### src/rtl/fir_bank_pkg.sv
// Shared types and width helpers for the time-multiplexed FIR filter bank.
package fir_bank_pkg;

   localparam int DEF_DW       = 16;
   localparam int DEF_CW       = 16;
   localparam int DEF_NTAP     = 16;
   localparam int DEF_NCH      = 4;
   localparam int DEF_APPROX_K = 4;

   // IDLE waits for a sample, MAC walks the taps of one channel, OUT presents it.
   typedef enum logic [1:0] {
      IDLE = 2'd0,
      MAC  = 2'd1,
      OUT  = 2'd2
   } state_t;

   // Index width for n entries; never narrower than one bit.
   function automatic int clog2_min1(input int n);
      return (n > 1) ? $clog2(n) : 1;
   endfunction

   // Accumulator width: full product plus growth for summing ntap products.
   function automatic int acc_width(input int dw, input int cw, input int ntap);
      return dw + cw + $clog2(ntap);
   endfunction

endpackage

### src/rtl/fir_filter_bank_approx_mult.sv
// Signed DW x CW multiplier with an optional truncated-sample approximation.
// In approximate mode the sample operand is floored to a multiple of
// 2^APPROX_K before multiplying. Purely combinational.
module approx_mult #(
   parameter int DW       = 16,
   parameter int CW       = 16,
   parameter int APPROX_K = 4
) (
   input  logic signed [DW-1:0]    a,
   input  logic signed [CW-1:0]    b,
   input  logic                    approx,
   output logic signed [DW+CW-1:0] product
);

   // Clearing low bits of a two's-complement value floors it toward -inf.
   localparam logic [DW-1:0] KEEP_MASK = {DW{1'b1}} << APPROX_K;

   logic signed [DW-1:0]    w_a;
   logic signed [DW+CW-1:0] w_a_ext;
   logic signed [DW+CW-1:0] w_b_ext;

   // Operand selection and full-width signed multiply.
   always_comb begin
      w_a     = approx ? (a & KEEP_MASK) : a;
      w_a_ext = {{CW{w_a[DW-1]}}, w_a};
      w_b_ext = {{DW{b[CW-1]}}, b};
      product = w_a_ext * w_b_ext;
   end

endmodule

### src/rtl/fir_filter_bank.sv
// Time-multiplexed NCH-channel FIR bank: one shared delay line, per-channel
// coefficient sets, a single MAC walking NTAP taps per channel.
module fir_filter_bank
   import fir_bank_pkg::*;
#(
   parameter int DW       = DEF_DW,
   parameter int CW       = DEF_CW,
   parameter int NTAP     = DEF_NTAP,
   parameter int NCH      = DEF_NCH,
   parameter int APPROX_K = DEF_APPROX_K,
   parameter int AW       = acc_width(DW, CW, NTAP)
) (
   input  logic                          Clk,
   input  logic                          reset_n,
   input  logic                          in_valid,
   output logic                          in_ready,
   input  logic signed [DW-1:0]          Xin,
   input  logic                          approx_en,
   input  logic                          cfg_we,
   input  logic [clog2_min1(NCH)-1:0]    cfg_ch,
   input  logic [clog2_min1(NTAP)-1:0]   cfg_tap,
   input  logic signed [CW-1:0]          cfg_data,
   output logic                          cfg_err,
   output logic                          out_valid,
   output logic [clog2_min1(NCH)-1:0]    out_ch,
   output logic signed [AW-1:0]          Yout
);

   localparam int CHW       = clog2_min1(NCH);
   localparam int TW        = clog2_min1(NTAP);
   localparam int CH_SLOTS  = 1 << CHW;
   localparam int TAP_SLOTS = 1 << TW;
   // Which index codes address a real channel / tap (matters for non-power-of-2 sizes).
   localparam logic [CH_SLOTS-1:0]  CH_OK  = {CH_SLOTS{1'b1}} >> (CH_SLOTS - NCH);
   localparam logic [TAP_SLOTS-1:0] TAP_OK = {TAP_SLOTS{1'b1}} >> (TAP_SLOTS - NTAP);

   state_t                  r_state;
   state_t                  w_next_state;
   logic signed [DW-1:0]    r_samples [NTAP];
   logic signed [CW-1:0]    r_coef    [NCH][NTAP];
   logic signed [AW-1:0]    r_acc;
   logic [CHW-1:0]          r_ch;
   logic [TW-1:0]           r_tap;
   logic                    r_mode;
   logic                    r_out_valid;
   logic [CHW-1:0]          r_out_ch;
   logic signed [AW-1:0]    r_yout;
   logic                    r_cfg_err;

   logic                    w_in_ready;
   logic                    w_accept;
   logic                    w_last_tap;
   logic                    w_last_ch;
   logic                    w_cfg_ok;
   logic signed [DW-1:0]    w_mul_a;
   logic signed [CW-1:0]    w_mul_b;
   logic signed [DW+CW-1:0] w_prod;
   logic signed [AW-1:0]    w_prod_ext;

   assign w_accept   = w_in_ready & in_valid;
   assign w_last_tap = (r_tap == TW'(NTAP - 1));
   assign w_last_ch  = (r_ch == CHW'(NCH - 1));
   assign w_cfg_ok   = CH_OK[cfg_ch] & TAP_OK[cfg_tap];
   assign w_mul_a    = r_samples[r_tap];
   assign w_mul_b    = r_coef[r_ch][r_tap];
   // Signed cast sign-extends the product into the accumulator width.
   assign w_prod_ext = AW'(w_prod);

   assign in_ready   = w_in_ready;
   assign out_valid  = r_out_valid;
   assign out_ch     = r_out_ch;
   assign Yout       = r_yout;
   assign cfg_err    = r_cfg_err;

   approx_mult #(
      .DW       (DW),
      .CW       (CW),
      .APPROX_K (APPROX_K)
   ) u_mult (
      .a       (w_mul_a),
      .b       (w_mul_b),
      .approx  (r_mode),
      .product (w_prod)
   );

   // State register.
   always_ff @(posedge Clk) begin
      if (!reset_n) r_state <= IDLE;
      else          r_state <= w_next_state;
   end

   // Next-state logic and input handshake.
   always_comb begin
      w_next_state = r_state;
      w_in_ready   = 1'b0;
      case (r_state)
         IDLE: begin
            w_in_ready = 1'b1;
            if (in_valid) w_next_state = MAC;
         end
         MAC:     if (w_last_tap) w_next_state = OUT;
         OUT:     w_next_state = w_last_ch ? IDLE : MAC;
         default: w_next_state = IDLE;
      endcase
   end

   // Shared delay line: shift in a new sample on each acceptance.
   always_ff @(posedge Clk) begin
      if (!reset_n) begin
         for (int k = 0; k < NTAP; k++) r_samples[k] <= '0;
      end else if (w_accept) begin
         for (int k = NTAP - 1; k > 0; k--) r_samples[k] <= r_samples[k-1];
         r_samples[0] <= Xin;
      end
   end

   // Coefficient store: writes only land while idle and in range; otherwise flag an error.
   always_ff @(posedge Clk) begin
      if (!reset_n) begin
         for (int c = 0; c < NCH; c++)
            for (int t = 0; t < NTAP; t++) r_coef[c][t] <= '0;
         r_cfg_err <= 1'b0;
      end else begin
         r_cfg_err <= cfg_we & ~((r_state == IDLE) & w_cfg_ok);
         if (cfg_we && (r_state == IDLE) && w_cfg_ok) r_coef[cfg_ch][cfg_tap] <= cfg_data;
      end
   end

   // MAC sequencing: accumulate one tap per cycle, restart per channel.
   always_ff @(posedge Clk) begin
      if (!reset_n) begin
         r_acc  <= '0;
         r_ch   <= '0;
         r_tap  <= '0;
         r_mode <= 1'b0;
      end else begin
         case (r_state)
            IDLE: begin
               if (w_accept) begin
                  r_mode <= approx_en;
                  r_ch   <= '0;
                  r_tap  <= '0;
                  r_acc  <= '0;
               end
            end
            MAC: begin
               r_acc <= r_acc + w_prod_ext;
               r_tap <= r_tap + 1'b1;
            end
            OUT: begin
               if (!w_last_ch) begin
                  r_ch  <= r_ch + 1'b1;
                  r_tap <= '0;
                  r_acc <= '0;
               end
            end
            default: ;
         endcase
      end
   end

   // Output register: one-cycle result pulse per channel, presented after OUT.
   always_ff @(posedge Clk) begin
      if (!reset_n) begin
         r_out_valid <= 1'b0;
         r_out_ch    <= '0;
         r_yout      <= '0;
      end else begin
         r_out_valid <= (r_state == OUT);
         if (r_state == OUT) begin
            r_out_ch <= r_ch;
            r_yout   <= r_acc;
         end
      end
   end

endmodule

### config.mk
export PLATFORM = sky130hd
export DESIGN_NAME = fir_filter_bank
export DESIGN_NICKNAME = d
export VERILOG_FILES = /design/src/rtl/fir_bank_pkg.sv /design/src/rtl/fir_filter_bank_approx_mult.sv /design/src/rtl/fir_filter_bank.sv
export SDC_FILE = /design/constraint.sdc
export NUM_CORES = 2
export LEC_CHECK = 0
export ABC_CLOCK_PERIOD_IN_PS = 11980
export CORE_UTILIZATION = 35
export DETAILED_ROUTE_END_ITERATION = 12
export GPL_ROUTABILITY_DRIVEN = 0
export GPL_TIMING_DRIVEN = 0
export PLACE_DENSITY = 0.49
export SYNTH_ARGS = -nofsm -noshare
export SYNTH_HDL_FRONTEND = slang
export SYNTH_SLANG_ARGS = --single-unit
### constraint.sdc
create_clock -name Clk -period 11.98 [get_ports Clk]
set_clock_uncertainty 0.2 [all_clocks]
set_input_delay 1.198 -clock Clk [delete_from_list [all_inputs] [get_ports Clk]]
set_output_delay 1.198 -clock Clk [all_outputs]
set_load 0.02 [all_outputs]
== Yosys cells after proc, flatten, opt, wreduce, memory -nomap -nowiden ==
Memories as Yosys holds them, arrays and structs flattened. A register that Yosys moved wholly into a read port is not among the register bits.
Index checks and enable logic that the tools add are counted.
Operators by class
  $add $sub $neg: 3
  $mul: 1
  magnitude comparators: 5
  eq/ne operators: 8
  muxes and demuxes: 53
  bitwise logic cells: 23
  reduce and logical (&&, ||, !) cells: 11
Operators with widths (count)
  two-way mux 256 bit: 3
  two-way mux 16 bit: 19
  OR reduction 256 bit: 1
  case mux 36 bit (3 select lines): 1
  two-way mux 36 bit: 2
  binary-select mux 16 bit (select 4 bit): 1
  demux 16 bit (select 4 bit): 1
  adder 36 x 32 -> 36 bit: 1
  multiplier 16 x 16 -> 32 bit: 1
  two-way mux 4 bit: 5
  OR 1 bit: 16
  two-way mux 2 bit: 7
  case mux 4 bit (3 select lines): 1
  >= comparator 5 bit (second input constant): 2
  two-way mux 1 bit: 10
  NOT 4 -> 5 bit: 2
  != test 2 bit (second input constant): 4
  case mux 2 bit (3 select lines): 1
  AND reduction 3 bit: 2
  < comparator 4 x 5 -> 1 bit (second input constant): 1
  < comparator 5 x 1 -> 1 bit (second input constant): 1
  adder 4 x 1 -> 4 bit (second input constant): 1
  AND 1 bit: 4
  equality test 2 bit (second input constant): 2
  other kinds (12): 15
Storage, ports and cells
  register bits after elaboration: 85
  memory bits (writable): 1280
  memory bits (read-only): 16
  bits of input ports: 43
  output and inout bits: 41
  logic and storage cells: 116
  memories kept: 3
Memories
  r_coef: words 4, bits a word 256, read ports 1, clocked after Yosys merged registers in 1, wr ports 4, line fir_filter_bank.sv:40  | logic signed [CW-1:0] r_coef [NCH][NTAP];
  r_samples: words 16, bits a word 16, read ports 16, clocked after Yosys merged registers in 1, wr ports 16, line fir_filter_bank.sv:39  | logic signed [DW-1:0] r_samples [NTAP];
  (no name shown): words 16, bits a word 1, read ports 1, clocked after Yosys merged registers in 0, wr ports 0, line fir_filter_bank.sv:63  | assign w_cfg_ok = CH_OK[cfg_ch] & TAP_OK[cfg_tap];

== Logic depth before layout (Yosys ltp) ==
  depth after elaboration: 9
  depth in mapped cells: 33
  depth with buffers taken out: 28

== Cells and area by module ==
From an unflattened synthesis, not the netlist that was laid out.
Second synthesis, totals
  cell total of the unflattened synthesis: 5200
  area, all modules: 72888.7 um2
By module, submodules not included
  fir_filter_bank: instances 1, cells an instance 4047, area an instance 62740.2 um2, seq. area each 40258.6 um2
  approx_mult: instances 1, cells an instance 1153, area an instance 10148.5 um2, seq. area each 0.0 um2

== Worst setup path after synthesis ==
No wires, ideal clock.
  path kind: register to register
  from: register with a tool-made name
  to: register r_acc[30]
  data arrival time: 8.272 ns
  data required time: 11.663 ns
  setup slack: 3.390 ns
  stages on the path, launching flop included: 33
  period minus slack after synthesis: 8.590 ns
  path through: dfxtp_1 > buf_6 > buf_6 > buf_2 > buf_2 > mux4_2 > mux4_2 > mux2i_1 > nand2_1 > o21ai_2 > buf_4 > nor2_1 > fa_1 > inv_1 > fa_1 > fa_1 > fa_1 > inv_1 > fa_1 > inv_1 > fa_1 > inv_1 > ha_1 > clkbuf_1 > a21oi_1 > nand2_1 > o41a_1 > a221o_1 > a31o_2 > o211ai_2 > a21boi_1 > or3_1 > a32o_1
RTL lines
  end signal: assignment: line fir_filter_bank.sv:147  | r_acc <= r_acc + w_prod_ext;
  end: declaration: line fir_filter_bank.sv:41  | logic signed [AW-1:0] r_acc;

==> flow_summary.toml <==
[power]
leakagePower_nw = 31.34
peakVddDrop_uv = 226.4
cellPowerDensity_mw_per_mm2 = 188.7
combinationalPowerShare = 0.346
switching_share = 0.3487
seqPwrFrac = 0.351
clkPwrFrac = 0.303
intPower_mw = 10.29
switchingPower_mw = 5.510
finalPower_mw = 15.80

[detailed_routing]
drc = 0
avgRoutedWirePerCell_um = 32.94
drtPass1Iterations = 8
totalWireLength_mm = 272.7
ant_nets = 0
vias_per_cell = 5.471
vias = 45290
drt_iter0_drc = 5289

[synth]
yosys.area.top_type = "edfxtp_1"
avgSynthCellArea_um2 = 14.08
async_reset_ff_frac = 0
synth_fp_nets = 5631
postSynthCellCount = 5165
synth_ff_type = "edfxtp_1"
synth_warnings = 0
synth.area.top_cells = "edfxtp_1 (53%), mux4_2 (12%), and2_1 (11%)"
synth_edf_count = 1280
synth_seq_cells = 1371
synth-seq-area-share = 0.5536
synth_top_area_share = 0.5285
synth_cell_type_count = 66
syn_area_mm2 = 0.07273

[floorplanning]
fp.dieW_um = 457.8
start_util = 0.3537
ios = 84
dieArea_mm2 = 0.2096
fp.dieH_um = 457.8
rows = 166
core_mm2 = 0.2056

[timing]
timing.fmax_ghz = 0.08646
fin_crit_ns = 11.57
worst_pin_slew_ns = 1.503
whs_ns = 0.2601
rsz0062_at_grt = "false"
maxSlewHeadroom = -0.002188
maxSlewViolCount = 12
setup_viol = 0
fin_ws_ns = 0.4136
finalSetupTns_ns = 0
fin_crit_sh = 0.9655
hold_viol_final = 0

[final_layout]
finish.utilization = 0.4074
multi_input_area_mm2 = 0.02988
fill_cells = 19100
final_layout_size_suffix_gt1_frac = 0.1510
ff_latch_area_mm2 = 0.04026
area_delta_synth_final_pct = 15.18
nets = 5918

[worst_setup_path]
critPathMaxFanout = 10
critPathTopFamily = "adder cells"
critPathMaxStageDelay_ns = 1.14
required_ns = 12.40
critPathBufInv = 9
crit_type = "flip-flop to flip-flop"
endpoint_kind = "flip-flop"
crit_top_cell = "fa_1"
critPathSlowestCell = "buf_1"
startpoint_type = "flip-flop"
crit_arrival_ns = 11.99

[run]
cap_violations = 2

[clocking]
cts_sinks = 1371
cts_root_buf = "clkbuf_16"
htreeDepth = 4
cts_tree = "built"
cts_max_path_buffers = 3
path_clk_slew_ns = 0.06
clkLatencyLatePin_ns = 0.86
cts_made_buffers = 154

[global_routing]
first_global_vias = 46390
antenna_found_initial = 21
grt_max_degree = 70
grt_pass1_wl_mm = 377.1
grt_usage = 0.2617
overflow = 0

[status]
violations = "max-capacitance violations, max-slew violations"
status = "finished with violations"

[place]
io_buffers = 66
hpwl_mm = 194.8
place_ws_ns = -0.1284

[hold_path]
hp-class = "flip-flop to flip-flop"
==> registers in the layout, summed over array words and instances (netlist names), named ones only <==
name and count:
Yout 36, cfg_err 1, out_ch 2, out_valid 1, r_acc 36, r_ch 2
r_coef 1024, r_mode 1, r_samples 256, r_state 2, r_tap 4
==> cells by family after synthesis <==
logic type	after synthesis	synth area share
AOI/OAI and AO/OA	277	0.02431
xor gates and xnor gates	35	0.004215
adders and majority gates	423	0.1052
buffers and inverters	768	0.04246
DFF	1371	0.5536
muxes	439	0.1276
and+or+nand+nor	1852	0.1426
==> cells in the mapped netlist (all sizes together), types with 27 or more instances <==
cell type	count
a21boi	41
edfxtp	1280
clkbuf	282
and2	1287
ha	109
o21ai	128
nand2	233
fa	314
nand2b	27
buf	93
dfxtp	91
mux4	387
mux2	30
inv	393
nor2	244
==> power groups by stage <==
stage	clock network, mW	logic (mW)	registers, mW
after floorplan	0	3.90	5.62
after global placement	0	5.36	5.69
after detailed placement	0	5.45	5.65
after CTS	4.82	5.49	5.55
after global routing	4.99	6.14	5.57
final	4.78	5.47	5.55
==> per-stage QoR <==
stage,area (um2),std cells
after floorplan,72730,5165
after global placement,76750,7919
after detailed placement,78760,7985
after CTS,83740,8265
after global routing,83740,8266
final,83770,8277
==> path summary, 6_finish.rpt <==
path	startpoint	endpoint	slack (ns)	cells past startpoint
hold reg to reg	Yout[14]	Yout[14]	0.26	2
hold / removal	Yout[14]	Yout[14]	0.26	2
setup reg to reg	flip-flop	r_acc[34]	0.41	30
setup / recovery	flip-flop	r_acc[34]	0.41	30
==> worst min-delay path, stage by stage, from the launching register on <==
cell and delay [ns]:
dfxtp_1 0.30, nand2_1 0.04, a21boi_0 0.06
==> repair_timing <==
action,4_1_cts,5_1_grt
hold buffers,0,0
endpoints found under the setup margin,5,3
gates resized for setup,1,3
buffers inserted,0,0
==> per-layer routing <==
layer	global-route usage	up-vias	part of all wire
met3	0.05730	560	0.079
met5	0.002296	-	0.00043
met2	0.4255	2087	0.47
li1	-	18620	-
met1	0.3318	24010	0.39
met4	0.1233	10	0.053
==> layout by cell type, fill, tap and decap left out, types with 20 or more instances in the layout <==
master / instances
a21boi_0: 40
a21oi_1: 25
and2_1: 1287
buf_1: 29
buf_16: 37
buf_2: 32
clkbuf_1: 307
clkbuf_16: 157
clkdlybuf4s50_1: 66
clkinv_1: 38
clkinv_2: 20
dfxtp_1: 91
edfxtp_1: 1280
fa_1: 314
ha_1: 109
inv_1: 392
mux2_2: 29
mux2i_1: 22
mux4_2: 385
nand2_1: 232
nand2b_1: 27
nor2_1: 244
o21ai_0: 44
o21ai_2: 37
o21ai_4: 34
xnor2_1: 24
==> layout make-up <==
class	count	area share
diodes	13	0.0003884
plain buffers	374	0.01945
clock buffers	194	0.04928
clock inverters	86	0.01008
inverters	393	0.01761
multi-input cells	3026	0.3567
flip-flops and latches	1371	0.4806
well taps	2688	0.04015
repair buffers	132	0.02571
No activity file was read; power rests on OpenSTA's default activity.
